`config.mk`:
```
export PLATFORM = sky130hd
export DESIGN_NAME = rx_ring_ctrl
export DESIGN_NICKNAME = d
export VERILOG_FILES = /design/src/rtl/rx_ring_ctrl.sv
export SDC_FILE = /design/constraint.sdc
export NUM_CORES = 1
export LEC_CHECK = 0
export BUFFER_PORTS_ARGS = -buffer_cell sky130_fd_sc_hd__buf_4
export CORE_UTILIZATION = 51
export DETAILED_ROUTE_END_ITERATION = 10
export PLACE_DENSITY = 0.81
export SYNTH_ARGS = -nofsm -noshare
export SYNTH_HDL_FRONTEND = slang
export SYNTH_SLANG_ARGS = --single-unit
```
`constraint.sdc`:
```
create_clock -name aclk -period 3.2 [get_ports aclk]
set_input_delay 0.64 -clock aclk [delete_from_list [all_inputs] [get_ports aclk]]
set_output_delay 0.64 -clock aclk [all_outputs]
set_load 0.01 [all_outputs]
```
`src/rtl/rx_ring_ctrl.sv`:
```
// Receive descriptor ring controller. Processes one descriptor at a time:
// fetches the head descriptor into a local slot over iDMA, hands the slot to
// rx_engine, waits for its status, writes the descriptor back, then advances
// RDH and raises a one-cycle receive-timer interrupt request.
module rx_ring_ctrl #(
  parameter int unsigned DESC_SLOTS = 4,
  parameter logic [15:0] LOCAL_BASE = 16'h0000
) (
  input  logic        aclk,
  input  logic        aresetn,
  input  logic        en,
  input  logic [63:0] RDBA,
  input  logic [19:0] RDLEN,
  input  logic [15:0] RDT,
  input  logic        rdh_set,
  input  logic [15:0] rdh_wdata,
  output logic [15:0] RDH,
  output logic        rxt0_req,
  output logic        busy,
  output logic [31:0] cmd_m_tdata,
  output logic        cmd_m_tvalid,
  output logic        cmd_m_tlast,
  input  logic        cmd_m_tready,
  input  logic [31:0] stat_s_tdata,
  input  logic        stat_s_tvalid,
  input  logic        stat_s_tlast,
  output logic        stat_s_tready,
  output logic [31:0] idma_m_tdata,
  output logic        idma_m_tvalid,
  output logic        idma_m_tlast,
  input  logic        idma_m_tready,
  input  logic [31:0] idma_s_tdata,
  input  logic        idma_s_tvalid,
  input  logic        idma_s_tlast,
  output logic        idma_s_tready
);

  localparam int unsigned SW = (DESC_SLOTS > 1) ? $clog2(DESC_SLOTS) : 1;
  localparam logic [11:0] DESC_BYTES = 12'd16;

  typedef enum logic [3:0] {
    S_IDLE, S_F_C1, S_F_C2, S_F_C3, S_F_ACK, S_CMD, S_STAT,
    S_W_C1, S_W_C2, S_W_C3, S_W_ACK, S_ADV
  } state_t;

  state_t        state_q, state_d;
  logic [SW-1:0] slot_q;
  logic [15:0]   rdh_q;
  logic [15:0]   local_q;
  logic [63:0]   host_q;

  logic [15:0]   ring_cnt;
  logic [15:0]   rdh_inc;
  logic [15:0]   rdh_next;
  logic [15:0]   slot_addr;
  logic [63:0]   host_addr;
  logic [15:0]   local_src;
  logic [63:0]   host_src;
  logic          start;
  logic          idma_m_fire, idma_s_fire, cmd_fire, stat_fire;

  logic [31:0]   idma_m_tdata_d, cmd_m_tdata_d;
  logic          idma_m_tvalid_d, idma_m_tlast_d, idma_s_tready_d;
  logic          cmd_m_tvalid_d, cmd_m_tlast_d, stat_s_tready_d;
  logic          rxt0_req_d, busy_d;

  // Status and response payloads are not interpreted: errors belong to the caller.
  logic unused_ok;
  assign unused_ok = ^{stat_s_tdata, stat_s_tlast, idma_s_tdata, idma_s_tlast, RDLEN[3:0]};

  // Ring arithmetic and handshake qualifiers.
  always_comb begin
    ring_cnt    = RDLEN[19:4];
    rdh_inc     = rdh_q + 16'd1;
    rdh_next    = (rdh_inc == ring_cnt) ? '0 : rdh_inc;
    slot_addr   = LOCAL_BASE + {{(12 - SW){1'b0}}, slot_q, 4'h0};
    host_addr   = RDBA + {44'd0, rdh_q, 4'h0};
    start       = (state_q == S_IDLE) && en && (rdh_q != RDT);
    // Leaving IDLE the latched addresses are not yet valid; use the live ones.
    local_src   = (state_q == S_IDLE) ? slot_addr : local_q;
    host_src    = (state_q == S_IDLE) ? host_addr : host_q;
    idma_m_fire = idma_m_tvalid && idma_m_tready;
    idma_s_fire = idma_s_tvalid && idma_s_tready;
    cmd_fire    = cmd_m_tvalid && cmd_m_tready;
    stat_fire   = stat_s_tvalid && stat_s_tready;
  end

  // Next-state sequencing of one descriptor.
  always_comb begin
    state_d = state_q;
    unique case (state_q)
      S_IDLE:  if (start)       state_d = S_F_C1;
      S_F_C1:  if (idma_m_fire) state_d = S_F_C2;
      S_F_C2:  if (idma_m_fire) state_d = S_F_C3;
      S_F_C3:  if (idma_m_fire) state_d = S_F_ACK;
      S_F_ACK: if (idma_s_fire) state_d = S_CMD;
      S_CMD:   if (cmd_fire)    state_d = S_STAT;
      S_STAT:  if (stat_fire)   state_d = S_W_C1;
      S_W_C1:  if (idma_m_fire) state_d = S_W_C2;
      S_W_C2:  if (idma_m_fire) state_d = S_W_C3;
      S_W_C3:  if (idma_m_fire) state_d = S_W_ACK;
      S_W_ACK: if (idma_s_fire) state_d = S_ADV;
      S_ADV:                    state_d = S_IDLE;
      default:                  state_d = S_IDLE;
    endcase
  end

  // Registered outputs are decoded from the next state so they line up with it.
  always_comb begin
    idma_m_tvalid_d = 1'b0;
    idma_m_tlast_d  = 1'b0;
    idma_m_tdata_d  = '0;
    idma_s_tready_d = 1'b0;
    cmd_m_tvalid_d  = 1'b0;
    cmd_m_tlast_d   = 1'b0;
    cmd_m_tdata_d   = '0;
    stat_s_tready_d = 1'b0;
    rxt0_req_d      = 1'b0;
    busy_d          = (state_d != S_IDLE);
    unique case (state_d)
      S_F_C1: begin
        idma_m_tvalid_d = 1'b1;
        idma_m_tdata_d  = {1'b0, 3'b000, DESC_BYTES, local_src};
      end
      S_F_C2: begin
        idma_m_tvalid_d = 1'b1;
        idma_m_tdata_d  = host_src[31:0];
      end
      S_F_C3: begin
        idma_m_tvalid_d = 1'b1;
        idma_m_tlast_d  = 1'b1;
        idma_m_tdata_d  = host_src[63:32];
      end
      S_W_C1: begin
        idma_m_tvalid_d = 1'b1;
        idma_m_tdata_d  = {1'b1, 3'b000, DESC_BYTES, local_q};
      end
      S_W_C2: begin
        idma_m_tvalid_d = 1'b1;
        idma_m_tdata_d  = host_q[31:0];
      end
      S_W_C3: begin
        idma_m_tvalid_d = 1'b1;
        idma_m_tlast_d  = 1'b1;
        idma_m_tdata_d  = host_q[63:32];
      end
      S_F_ACK, S_W_ACK: idma_s_tready_d = 1'b1;
      S_CMD: begin
        cmd_m_tvalid_d = 1'b1;
        cmd_m_tlast_d  = 1'b1;
        cmd_m_tdata_d  = {16'h0000, local_q};
      end
      S_STAT: stat_s_tready_d = 1'b1;
      S_ADV:  rxt0_req_d      = 1'b1;
      default: ;
    endcase
  end

  // State and output registers.
  always_ff @(posedge aclk or negedge aresetn) begin
    if (!aresetn) begin
      state_q       <= S_IDLE;
      idma_m_tvalid <= 1'b0;
      idma_m_tlast  <= 1'b0;
      idma_m_tdata  <= '0;
      idma_s_tready <= 1'b0;
      cmd_m_tvalid  <= 1'b0;
      cmd_m_tlast   <= 1'b0;
      cmd_m_tdata   <= '0;
      stat_s_tready <= 1'b0;
      rxt0_req      <= 1'b0;
      busy          <= 1'b0;
    end else begin
      state_q       <= state_d;
      idma_m_tvalid <= idma_m_tvalid_d;
      idma_m_tlast  <= idma_m_tlast_d;
      idma_m_tdata  <= idma_m_tdata_d;
      idma_s_tready <= idma_s_tready_d;
      cmd_m_tvalid  <= cmd_m_tvalid_d;
      cmd_m_tlast   <= cmd_m_tlast_d;
      cmd_m_tdata   <= cmd_m_tdata_d;
      stat_s_tready <= stat_s_tready_d;
      rxt0_req      <= rxt0_req_d;
      busy          <= busy_d;
    end
  end

  // Ring head, slot rotation and per-descriptor address latches.
  always_ff @(posedge aclk or negedge aresetn) begin
    if (!aresetn) begin
      rdh_q   <= '0;
      slot_q  <= '0;
      local_q <= '0;
      host_q  <= '0;
    end else begin
      if (start) begin
        local_q <= slot_addr;
        host_q  <= host_addr;
      end
      if (state_q == S_ADV) begin
        rdh_q  <= rdh_next;
        slot_q <= slot_q + SW'(1);
      end else if ((state_q == S_IDLE) && !en && rdh_set) begin
        rdh_q <= rdh_wdata;
      end
    end
  end

  assign RDH = rdh_q;

endmodule

```
# [Yosys cells after proc, flatten, opt, wreduce, memory -nomap -nowiden]
# Index checks and enable logic that the tools add are counted.
# Widths: inputs -> output; s select.
[word_totals] ff_bits=159 in_bits=190 word_cells=81
[op_classes] addsub=3 eq_ne=24 muxes=25 reduce_logical=15
[ops] cell="$pmux 32 s6" count=1
[ops] cell="$add 64x20->64" count=1
[ops] cell="$mux 64" count=1
[ops] cell="$mux 16" count=3
[ops] cell="$mux 4" count=11
[ops] cell="$pmux 4 s11" count=1
[ops] cell="$eq 4x3->1 const B" count=8
[ops] cell="$eq 4x4->1 const B" count=8
[ops] cell="$add 16x1->16 const B" count=1
[ops] cell="$eq 16x16->1" count=1
[ops] cell="$eq 4x2->1 const B" count=4
[ops] cell="$ne 16x16->1" count=1
[ops] cell="$mux 6" count=2
[ops] cell="$eq 4x1->1 const B" count=2
[ops] cell="$logic_and 1x1->1" count=8
[ops] cell="$mux 1" count=6
[ops] cell="$reduce_or 6->1" count=1
[ops] cell="$logic_not 4->1" count=1
[ops] cell="$reduce_bool 4->1" count=1
[ops] cell="$reduce_or 2->1" count=2
[ops] cell="$add 2x1->2 const B" count=1
[ops] cell="$reduce_bool 2->1" count=1
[ops] cell="$logic_not 1->1" count=1

# [Longest topological paths before layout]
[depth] depth_word=8 depth_mapped=12 depth_no_buf=10

# [Worst setup path before layout]
# No wires, ideal clock.
[synth_timing] path_kind="input to register" from="in RDBA[4]" to="reg host_q[62]" t_arrival_ns=3.008 slack_ns=0.110 path_stages=11 cell_sequence="ha_1 > inv_1 > fa_1 > nor2b_1 > o21a_1 > o21ai_1 > a211oi_1 > o211ai_1 > buf_2 > or3_1 > a31oi_1"
[synth_via] elab_chain_cells=1
[synth_lines] item="start, declared" line="12" source="input logic [63:0] RDBA,"
[synth_lines] item="$add 64x20->64" line="77" source="host_addr = RDBA + {44'd0, rdh_q, 4'h0};"
[synth_lines] item="end signal, assigned" line="198" source="host_q <= host_addr;"
[synth_lines] item="end, declared" line="50" source="logic [63:0] host_q;"
# No other way between the ends.
# A chain may end at the register's enable or synchronous reset.

# [Final worst setup path]
[layout_timing] from="reg rdh_q[1] (netlist: RDH[1])" to="reg rdh_q[9] (netlist: RDH[9])"
[layout_via] elab_chain_cells=4
[layout_lines] item="start, declared" line="48" source="logic [15:0] rdh_q;"
[layout_lines] item="start signal, assigned" line="201" source="rdh_q <= rdh_next;"
[layout_lines] item="start signal, assigned" line="204" source="rdh_q <= rdh_wdata;"
[layout_lines] item="$add 16x1->16 (*)" line="74" source="rdh_inc = rdh_q + 16'd1;"
[layout_lines] item="$eq 16x16->1" line="75" source="rdh_next = (rdh_inc == ring_cnt) ? '0 : rdh_inc;"
[layout_lines] item="$mux 16 (*)" line="75"
[layout_lines] item="$mux 16 (*)" line="200" source="if (state_q == S_ADV) begin"
# Mark *: on every way between the ends. The rest lies on a longest branch, timed or not.

==> reports/metrics.csv <==
stage,metric,value,unit
status,status,"finished, final reports clean",
final_layout,design_area,10450,sq um
final_layout,fin_nets,1313,
clocking,clock-sinks,129,
critical_path,path_class,flop to flop,
timing,final-setup-viol-count,0,
power_and_ir_drop,leakagePower,0.004859,uW
yosys,synthDominantCellAreaShare,0.3959,
die,die-area,16500,sq um
final_layout,layout_common_cells,"223 x buf_4, 129 x dfrtp_1, 104 x nand2_1, 52 x nor2_1, 51 x o21ai_0",
detailed_routing,wl_per_cell,17.41,microns
die,num_rows,45,
placement,place_congestion,0.9281,
yosys,syn_area_per_cell,8.852,sq um
yosys,ys_seq_area_frac,0.3959,
timing,fin_skew,9.764,ps
yosys,synth_largest_area_cell,dfrtp_1,
critical_path,critPathArrivalTime,3250,ps
clocking,clockBufferDepth,2,
critical_path,worst-path-buf-inv,1,
clocking,postCtsHoldBufs,0,
yosys,yosysUniqueCellTypes,64,
detailed_routing,antenna_left,0,
clocking,cts.htree.levels,4,
detailed_routing,viasPerCell,5.893,
die,die-width,128.4,microns
placement,dpl.hpwl,16750,microns
final_layout,insertedDiodeCount,0,
critical_path,required,3510,ps
final_layout,nFillCells,1240,
die,num_io_pins,278,
timing,relSlewSlack,0.4763,
global_routing,grt_pass1_wl,36600,microns
timing,hold_viol_final,0,
yosys,ys_seq_elements,129,
critical_path,worstPathMaxFanout,18,
yosys,synth.yosys.warnings,0,
yosys,synth-main-ff-cell,dfrtp_1,
clocking,cts-root-buf,clkbuf_16,
global_routing,grt_antenna_before_repair,0,
detailed_routing,num_vias,7832,
critical_path,cp-start-kind,flop,
global_routing,grt_pass1_vias,7268,
power_and_ir_drop,p_total,9421,uW
clocking,tritoncts,done,
yosys,synthCells,921,
timing,rsz0062_at_grt,false,
critical_path,path_cells,ha_1 -> and4_1 -> nand3b_1 -> a22oi_1 -> o2111ai_1 -> o31ai_2 -> buf_4 -> o21ai_1 -> a221o_1,
yosys,synth_edf_count,0,
clocking,cts_buffers,17,
yosys,synth.cell_area,8153,sq um
critical_path,crit_slowest_cell,dfrtp_1,
die,core_area,15430,sq um
clocking,cts_setup_buffers,0,
critical_path,max_stage_delay,520,ps
die,start_util,0.5285,
critical_path,r2r_cells,9,
clocking,cts_resized,0,
die,die_h,128.4,microns
timing,worstMarginPinSlew,785.6,ps
timing,holdWs,271.0,ps
placement,port_buffers,177,
global_routing,grt_usage,0.2881,
yosys,synthTopCellsByArea,"dfrtp_1 40%, nand2_1 4.8%, xor2_1 3.9%",
final_layout,drive_above_1_share,0.2478,
yosys,async_flop_share,1.000,
power_and_ir_drop,vdd_drop_max,555.8,uV
timing,max_freq,339.2,MHz
timing,finalCriticalPeriod,2949,ps
detailed_routing,wl,23140,microns
flow_run,cap_violations,0,
critical_path,path_delay_family,compound AO/OA/AOI/OAI gates,
power_and_ir_drop,power_density,901.7,nW/um^2
global_routing,grt_max_degree,76,
timing,min_period_over_period,0.9214,
final_layout,multi_input_area,4489,sq um
hold_path,hp-class,input port to asynchronous set/reset pin,
critical_path,r2r_start,RDH[1],
final_layout,layout_commonest_cell,buf_4,
timing,final.setup.tns,0,ps
critical_path,r2r_slack,250,ps
placement,placed_area,9827,sq um
final_layout,regArea,3228,sq um
detailed_routing,drt_first_pass_iters,6,
timing,report.final.slew_viol_count,0,
clocking,clk_latency,430,ps
critical_path,cp-end-kind,flop,
final_layout,area_growth,28.16,%
detailed_routing,remaining_drc_errors,0,
global_routing,grt_overflow,0,
critical_path,r2r-end,RDH[9],
detailed_routing,initialDrtViolationCount,791,
clocking,clk_pin_slew,60,ps
kinds of logic (layout without fill, tap and decap cells):
kind of cell / Yosys count / count (layout) / share of synthesized area
xor+xnor: 57 / 57 / 0.06461
other cells: 1 / 30 / 0.0004600
buf+inv: 111 / 279 / 0.06799
mux: 11 / 11 / 0.01427
simple gates: 356 / 356 / 0.2254
flops: 129 / 129 / 0.3959
compound gates: 238 / 238 / 0.2027
fa+ha+maj: 18 / 18 / 0.02854
sequential cells by signal, summed over array words and instances, names as in the netlist:
signal / cells
idma_s_tready: 1
state_q: 4
local_q: 2
cmd_m_tdata: 2
slot_q: 2
cmd_m_tlast: 1
busy: 1
idma_m_tdata: 32
idma_m_tvalid: 1
idma_m_tlast: 1
RDH: 16
rxt0_req: 1
host_q: 64
stat_s_tready: 1
cell type report:
cell class,count,area share
Tap cell,211,0.02527
Sequential cell,129,0.3089
Timing Repair Buffer,228,0.1698
Clock inverter,10,0.01509
Clock buffer,22,0.04443
Multi-Input combinational cell,710,0.4296
Inverter,19,0.006826
how the worst max path moves through the flow:
stage,start,end,slack [ps],cells after the start
global placement,RDBA[4],host_q[38],160,13
detailed placement,RDBA[4],host_q[36],110,13
CTS,RDH[1],RDH[9],310,9
finish,RDH[1],RDH[9],250,9
global route,RDH[1],RDH[9],100,9
floorplan,RDBA[4],host_q[62],110,11
report_power, final:
part	internal, uW	switching [uW]
Sequential	2310	522
Clock	1340	711
Combinational	2030	2510
layer usage:
| metal | track usage | vias to the layer above | part of all wire |
|---|---|---|---|
| met5 | 0 | - | 0 |
| met4 | 0.1266 | 0 | 0.028 |
| met3 | 0.06819 | 57 | 0.079 |
| met2 | 0.4506 | 393 | 0.47 |
| met1 | 0.3815 | 3693 | 0.43 |
| li1 | - | 3689 | - |
synthesized netlist by cell type (14+ instances only):
master	number
a21o_1	18
a21oi_1	26
a22o_1	26
a31oi_1	28
and3_1	25
buf_2	14
buf_4	32
clkbuf_1	43
dfrtp_1	129
ha_1	17
inv_1	19
nand2_1	104
nand3_1	36
nand4_1	19
nor2_1	52
nor3_1	20
o21ai_0	51
o31ai_1	24
or3_1	16
or4_1	16
xnor2_1	19
xor2_1	36
metrics by stage:
stage / setup slack [ps] / util / std cells
after floorplan: 110.4 / - / 950
after global placement: 162.8 / 0.6370 / 1297
after detailed placement: 107.8 / 0.6370 / 1297
after CTS: 314.9 / 0.6773 / 1329
after global routing: 99.32 / 0.6773 / 1329
final: 251.5 / 0.6773 / 1329
No activity file was read; power rests on OpenSTA's default activity.
